==> src/rtl/sata_tx_crc_ctrl_if.sv <==
// FIS dword stream between the transport TX FIFO, the CRC sequencer and the link TX mux.
// The slave modport is the sequencer's view; master is the surrounding transport/link side.
interface sata_tx_crc_ctrl_if;
  logic [31:0] in_data;
  logic        in_valid;
  logic        in_eop;
  logic        in_ready;
  logic [31:0] out_data;
  logic        out_valid;
  logic        out_crc;
  logic        out_ready;

  modport master (
    output in_data, in_valid, in_eop, out_ready,
    input  in_ready, out_data, out_valid, out_crc
  );

  modport slave (
    input  in_data, in_valid, in_eop, out_ready,
    output in_ready, out_data, out_valid, out_crc
  );
endinterface

==> src/rtl/sata_tx_crc_ctrl.sv <==
// SATA link TX CRC sequencer: passes FIS dwords through with zero latency, clocks the
// external CRC engine once per accepted dword and appends the final CRC dword.
module sata_tx_crc_ctrl #(
  parameter int MAX_DW = 2049,
  parameter int CNT_W  = 16
) (
  input  logic               clk_75m,
  input  logic               rst_n,
  sata_tx_crc_ctrl_if.slave  tx,
  input  logic               abort,
  output logic               crc_rst,
  output logic [31:0]        crc_data,
  output logic               crc_valid,
  input  logic [31:0]        crc_in,
  output logic               err_len,
  output logic [CNT_W-1:0]   frame_cnt
);

  localparam int DW_W = $clog2(MAX_DW + 1);
  localparam logic [DW_W-1:0] DW_LAST = DW_W'(MAX_DW - 1);

  typedef enum logic [1:0] {
    ST_INIT,
    ST_IDLE,
    ST_DATA,
    ST_CRC
  } state_t;

  state_t           state, state_nxt;
  logic [DW_W-1:0]  dw_cnt, dw_cnt_nxt;
  logic [CNT_W-1:0] frame_cnt_nxt;

  // NOTE: sequential state uses non-blocking assignments so every register samples
  // pre-edge values; the async reset returns the block to INIT mid-frame.
  always_ff @(posedge clk_75m or negedge rst_n) begin
    if (!rst_n) begin
      state     <= ST_INIT;
      dw_cnt    <= '0;
      frame_cnt <= '0;
    end else begin
      state     <= state_nxt;
      dw_cnt    <= dw_cnt_nxt;
      frame_cnt <= frame_cnt_nxt;
    end
  end

  // NOTE: every output and next-state signal gets a default first, so no path can
  // leave a signal unassigned and infer a latch.
  always_comb begin
    state_nxt     = state;
    dw_cnt_nxt    = dw_cnt;
    frame_cnt_nxt = frame_cnt;
    tx.in_ready   = 1'b0;
    tx.out_valid  = 1'b0;
    tx.out_data   = '0;
    tx.out_crc    = 1'b0;
    crc_rst       = 1'b0;
    crc_data      = tx.in_data;
    crc_valid     = 1'b0;
    err_len       = 1'b0;

    unique case (state)
      ST_INIT: begin
        // Reseed the engine; abort is ignored here since the reseed is already happening.
        crc_rst   = 1'b1;
        crc_data  = '0;
        state_nxt = ST_IDLE;
      end

      ST_IDLE, ST_DATA: begin
        tx.out_data = tx.in_data;
        if (abort) begin
          state_nxt  = ST_INIT;
          dw_cnt_nxt = '0;
        end else begin
          tx.out_valid = tx.in_valid;
          tx.in_ready  = tx.out_ready;
          crc_valid    = tx.in_valid & tx.out_ready;
          if (crc_valid) begin
            dw_cnt_nxt = dw_cnt + 1'b1;
            if (tx.in_eop || dw_cnt == DW_LAST) begin
              // A frame hitting the length limit is closed with a CRC like a normal one.
              err_len   = ~tx.in_eop & (dw_cnt == DW_LAST);
              state_nxt = ST_CRC;
            end else begin
              state_nxt = ST_DATA;
            end
          end
        end
      end

      ST_CRC: begin
        if (abort) begin
          state_nxt  = ST_INIT;
          dw_cnt_nxt = '0;
        end else begin
          tx.out_valid = 1'b1;
          tx.out_crc   = 1'b1;
          tx.out_data  = crc_in;
          if (tx.out_ready) begin
            // Reseed in the same cycle so the next frame can start immediately.
            crc_rst       = 1'b1;
            frame_cnt_nxt = frame_cnt + 1'b1;
            dw_cnt_nxt    = '0;
            state_nxt     = ST_IDLE;
          end
        end
      end

      default: state_nxt = ST_INIT;
    endcase
  end

endmodule

==> src/flat_wrapper.sv <==
// flat-port wrapper written by rule: the top's interface ports become plain ports
module sata_tx_crc_ctrl_flat 
#(
  parameter int MAX_DW = 2049,
  parameter int CNT_W  = 16
)
  (clk_75m, rst_n, abort, crc_rst, crc_data, crc_valid, crc_in, err_len, frame_cnt, tx_in_data, tx_in_valid, tx_in_eop, tx_out_ready, tx_in_ready, tx_out_data, tx_out_valid, tx_out_crc);
  sata_tx_crc_ctrl_if tx_i ();
  input  logic clk_75m;
  input  logic rst_n;
  input  logic abort;
  output logic crc_rst;
  output logic [31:0] crc_data;
  output logic crc_valid;
  input  logic [31:0] crc_in;
  output logic err_len;
  output logic [CNT_W-1:0] frame_cnt;
  input wire logic [$bits(tx_i.in_data)-1:0] tx_in_data;
  input wire logic [$bits(tx_i.in_valid)-1:0] tx_in_valid;
  input wire logic [$bits(tx_i.in_eop)-1:0] tx_in_eop;
  input wire logic [$bits(tx_i.out_ready)-1:0] tx_out_ready;
  output wire logic [$bits(tx_i.in_ready)-1:0] tx_in_ready;
  output wire logic [$bits(tx_i.out_data)-1:0] tx_out_data;
  output wire logic [$bits(tx_i.out_valid)-1:0] tx_out_valid;
  output wire logic [$bits(tx_i.out_crc)-1:0] tx_out_crc;
  assign tx_i.in_data = tx_in_data;
  assign tx_i.in_valid = tx_in_valid;
  assign tx_i.in_eop = tx_in_eop;
  assign tx_i.out_ready = tx_out_ready;
  assign tx_in_ready = tx_i.in_ready;
  assign tx_out_data = tx_i.out_data;
  assign tx_out_valid = tx_i.out_valid;
  assign tx_out_crc = tx_i.out_crc;
  sata_tx_crc_ctrl #(.MAX_DW(MAX_DW), .CNT_W(CNT_W)) u_core (.clk_75m(clk_75m), .rst_n(rst_n), .tx(tx_i), .abort(abort), .crc_rst(crc_rst), .crc_data(crc_data), .crc_valid(crc_valid), .crc_in(crc_in), .err_len(err_len), .frame_cnt(frame_cnt));
endmodule
==> config.mk <==
export PLATFORM = sky130hd
export DESIGN_NAME = sata_tx_crc_ctrl_flat
export DESIGN_NICKNAME = d
export VERILOG_FILES = /design/src/rtl/sata_tx_crc_ctrl_if.sv /design/src/rtl/sata_tx_crc_ctrl.sv /design/src/flat_wrapper.sv
export SDC_FILE = /design/constraint.sdc
export NUM_CORES = 1
export LEC_CHECK = 0
export CAP_MARGIN = 20
export CORE_UTILIZATION = 35
export CTS_CLUSTER_SIZE = 16
export DETAILED_ROUTE_END_ITERATION = 8
export GPL_TIMING_DRIVEN = 1
export PLACE_DENSITY = 0.85
export SLEW_MARGIN = 40
export SYNTH_ARGS = -nofsm -noshare
export SYNTH_HDL_FRONTEND = slang
export SYNTH_SLANG_ARGS = --single-unit
==> constraint.sdc <==
create_clock -name clk_75m -period 2.1 [get_ports clk_75m]
set_input_delay 0.315 -clock clk_75m [delete_from_list [all_inputs] [get_ports clk_75m]]
set_output_delay 0.315 -clock clk_75m [all_outputs]
set_load 0.03 [all_outputs]
==> metrics list <==
* Share of the cycle needed by the critical path after routing: 1.009
- Startpoint of the most critical setup path: u_core.state[1]$_DFFE_PN0P_
- Number of hold buffers added after cts: 0
* Net count after synthesis: roughly 320
* Crit path largest cell delay: ~0.42 ns
- After detailed routing, the average wire length per cell comes to 17.51 um.
- R2r startpoint: u_core.state[1]$_DFFE_PN0P_
* Final hold violation count: 0
- DRT Pass-1 Iters: 4
- Endpoint of the most critical register-to-register path: u_core.dw_cnt[5]$_DFFE_PN0P_
- The synthesized design contains 30 register bits.
- Critical path endpoint: tx_out_data[29]
* Worst setup path class: reg -> out
- Later-pin clock latency in the skew report: around 0.29 ns
- The cell count after synthesis came out at roughly 250.
* Post-route setup slack: -0.01841 ns
* Global-route wire length before repair: 12,770 um
* Cell-by-cell trace of the critical path: buf_6, ha_4, nand2b_4, nor2_4, buf_12, buf_16, a22o_1, buf_6
- Final core utilization: 0.7300
* Total Power Consumption: around 4.8 mW
- On the final layout, the worst hold slack is just over 0.4 ns.
- Number of buffers added by the clock tree synthesis step: 5
* Fraction of final layout cells with drive strength greater than 1: 0.3137
- For this configuration, the core starts out at a cell density of 0.3649.
- Crit-path max FO: 8
- The worst setup path is captured at an output pin.
- Clock sink total: 30
- Antenna Cells: 0
* Cell with the largest stage delay on the worst path: sky130_fd_sc_hd__dfrtp_1
- Counting flops with a built-in enable in the synthesized netlist gives 0.
* RSZ-0062 raised after global routing: true
* IO Port Bufs: ~160
* Routed vias: 2,715
- CTS tree: done
- Clock skew on the completed layout was measured at 0.002468 ns.
- The setup check on the worst reg-to-reg path leaves a slack of 0.20 ns.
- The tree is rooted in a sky130_fd_sc_hd__clkbuf_8.
* Leftover overflow at the end of global routing: 0
- In this run the count of I/O pins placed on the die edge is between 150 and 200.
* Number of nets still failing antenna checks after routing: 0
- CP Data Required Time: 1.78 ns
* Syn avg cell area: 8.799 um2
* Horizontal die dimension: slightly above 80 um
- Area grow syn2layout: 100.1%
- Fill cells in the final layout number 434.
- Count of max-cap constraint violations: 0
* Post-detailed-placement half-perimeter wirelength: between 6000 and 7000 um
* Status: complete, but fails checks
* Vertical extent of the die: approximately 81 um
* Post-synthesis async set-or-reset flop share: 1.000
- Violations in the final reports: setup timing
* Area enclosed by the die boundary: about 6500 um2
* Ys Warns: 0
- Netlist area before placement: ~2200 um2
- Reg2Reg Depth: 6
- For the worst setup path, the data arrival time is ~1.8 ns.
* Clock-pin slew on the worst setup and hold paths: roughly 0.07 ns
* Startpoint kind of the worst setup timing path: register
- In this run the power density over the cells is about 1100 nW/um2.
- Number of design rule violations left after detail routing: 0
- Using the TritonRoute via totals, the vias-per-cell ratio works out to 5.441.
* All-Layer GR Usage: 0.2559
* Initial antenna violation count: 0
- Sorting the synthesized cells by area gives the leading types as sky130_fd_sc_hd__dfrtp_1 (35%), sky130_fd_sc_hd__a22o_1 (13%), sky130_fd_sc_hd__nor2b_1 (9.5%).
* Highest clock frequency the design can meet: 472.1 MHz
- Maximum clock insertion buffer count: 2
* Worst-Margin Slew: between 0.3 and 0.4 ns
- Setup violations remaining at the end of the flow were counted as 8.
* Synth area leader: sky130_fd_sc_hd__dfrtp_1
* Area of the core: 5956 um2
- Nets: approximately 500
* Largest voltage drop on the vdd net: about 0.75 mV
- The H-tree was split into 2 levels.
* Maximum number of pins on one net before global-route repair: 31
- Share of Yosys cell area claimed by the top area cell type: 0.3454
* Post-layout min period: between 2 and 2.5 ns
* Initial DRC Count: a little under 90
- The share of the Yosys chip area taken by registers is 0.3454.
- Total wire length after detailed routing: just under 9000 um
- Crit path top cell by count: sky130_fd_sc_hd__buf_6
* Primary flip-flop cell chosen by synthesis mapping: sky130_fd_sc_hd__dfrtp_1
- The final max-slew violation count came to 0.
* Max_slew headroom: 0.7427
* Via count of the first global-routing pass: between 2,000 and 3,000
* Rows: 28
- Number of distinct library cell variants in the gate-level netlist after synthesis: 40
- Summed over all cells, the static leakage comes to 1.979 nW.
- Gp weighted congestion: 0.8580
- The path class of the tightest hold or removal check is in -> async.
## registers in the layout (all words and copies together), names as in the netlist
| name | count |
|---|---|
| u_core.frame_cnt | 16 |
| u_core.dw_cnt | 12 |
| u_core.state | 2 |
## how the worst min path moves through the flow
stage | startpoint | end | cells past startpoint
final | rst_n | u_core.frame_cnt[10]$_DFFE_PN0P_ | 2
after global routing | rst_n | u_core.frame_cnt[10]$_DFFE_PN0P_ | 2
after CTS | rst_n | u_core.frame_cnt[5]$_DFFE_PN0P_ | 2
after detailed placement | u_core.frame_cnt[15]$_DFFE_PN0P_ | u_core.frame_cnt[15]$_DFFE_PN0P_ | 1
after global placement | u_core.frame_cnt[15]$_DFFE_PN0P_ | u_core.frame_cnt[15]$_DFFE_PN0P_ | 1
after floorplan | rst_n | u_core.dw_cnt[0]$_DFFE_PN0P_ | 0
## cells by family after synthesis
family,count (synthesis),share of synthesized area
xor gates and xnor gates,15,0.06045
muxes,1,0.004606
buffers and inverters,26,0.04893
adders and majority gates,5,0.02879
and+or+nand+nor,102,0.2677
AOI/OAI and AO/OA,68,0.2441
DFF,30,0.3454
## what timing repair did
item | CTS | global route
setup endpoints to repair | 42 | 42
pin swaps | 14 | 9
setup buffers | 9 | 1
gates resized for setup | 39 | 36
cloned | 3 | 0
## power by group
group,leakage (nW),switching (mW),internal [mW],total [mW]
registers,0.407,0.0656,0.636,0.701
logic,1.50,1.83,1.48,3.31
clock network,0.0714,0.243,0.506,0.749
## worst max-delay path, delay by kind of cell (launching register included)
kind,cells,cell delay [ns]
buf+inv,4,0.54
simple gates,2,0.13
flops,1,0.42
compound gates,1,0.23
fa+ha+maj,1,0.17
## through the flow
step / TNS (ns) / setup WS, ns / instances / cell area, um2
5_1_grt: -0.9531 / -0.07742 / 499 / 4348
2_1_floorplan: -0.4124 / -0.1031 / 247 / 2183
3_5_place_dp: -0.2510 / -0.1118 / 479 / 3860
4_1_cts: -0.002682 / -0.002013 / 498 / 4288
3_3_place_gp: 0 / 0.03900 / 479 / 3860
6_report: -0.04358 / -0.01841 / 499 / 4348
## cells in the mapped netlist (2+ instances only)
master                      n
sky130_fd_sc_hd__dfrtp_1   30
sky130_fd_sc_hd__a31oi_1    2
sky130_fd_sc_hd__a41oi_1    3
sky130_fd_sc_hd__nand4_1    7
sky130_fd_sc_hd__clkbuf_1  15
sky130_fd_sc_hd__nor4b_1    2
sky130_fd_sc_hd__nand2b_1   2
sky130_fd_sc_hd__nor3_1     6
sky130_fd_sc_hd__and3_1     6
sky130_fd_sc_hd__nor2_1     9
sky130_fd_sc_hd__ha_1       5
sky130_fd_sc_hd__a22o_1    32
sky130_fd_sc_hd__o31ai_1   15
sky130_fd_sc_hd__nand3_1    9
sky130_fd_sc_hd__nor4_1     4
sky130_fd_sc_hd__o21ai_0    4
sky130_fd_sc_hd__nand2_1   13
sky130_fd_sc_hd__and2_1     4
sky130_fd_sc_hd__xor2_1     7
sky130_fd_sc_hd__a21oi_1    6
sky130_fd_sc_hd__xnor2_1    8
sky130_fd_sc_hd__inv_1      8
sky130_fd_sc_hd__nor2b_1   33
## cell usage in the layout (no fill, tap or decap), types with 6 or more instances in the layout
cell                               n
sky130_fd_sc_hd__clkdlybuf4s50_1  85
sky130_fd_sc_hd__buf_4            51
sky130_fd_sc_hd__a22o_1           32
sky130_fd_sc_hd__dfrtp_1          30
sky130_fd_sc_hd__buf_6            28
sky130_fd_sc_hd__nor2b_1          22
sky130_fd_sc_hd__o31ai_1          15
sky130_fd_sc_hd__nand2_1          12
sky130_fd_sc_hd__nor2b_2          11
sky130_fd_sc_hd__buf_12           11
sky130_fd_sc_hd__nand3_1           9
sky130_fd_sc_hd__xnor2_1           8
sky130_fd_sc_hd__nor2_1            8
sky130_fd_sc_hd__nand4_1           7
sky130_fd_sc_hd__xor2_1            7
sky130_fd_sc_hd__inv_1             6
sky130_fd_sc_hd__and3_1            6
sky130_fd_sc_hd__clkbuf_8          6
sky130_fd_sc_hd__clkbuf_2          6
## layer usage
metal	share of wire	track usage	up-vias
met4	0.022	0.08929	0
met3	0.067	0.06180	18
li1	-	-	1264
met5	0	0	-
met2	0.51	0.4235	125
met1	0.40	0.3234	1308
## cell type report
type	instances	area [um2]	area share
Inverter	8	30.03	0.006906
Timing Repair Buffer	187	1926	0.4429
Clock inverter	2	60.06	0.01381
Multi-Input combinational cell	191	1405	0.3232
Sequential cell	30	750.7	0.1727
Clock buffer	6	82.58	0.01899
Tap cell	75	93.84	0.02158
No activity file was read; power rests on OpenSTA's default activity.
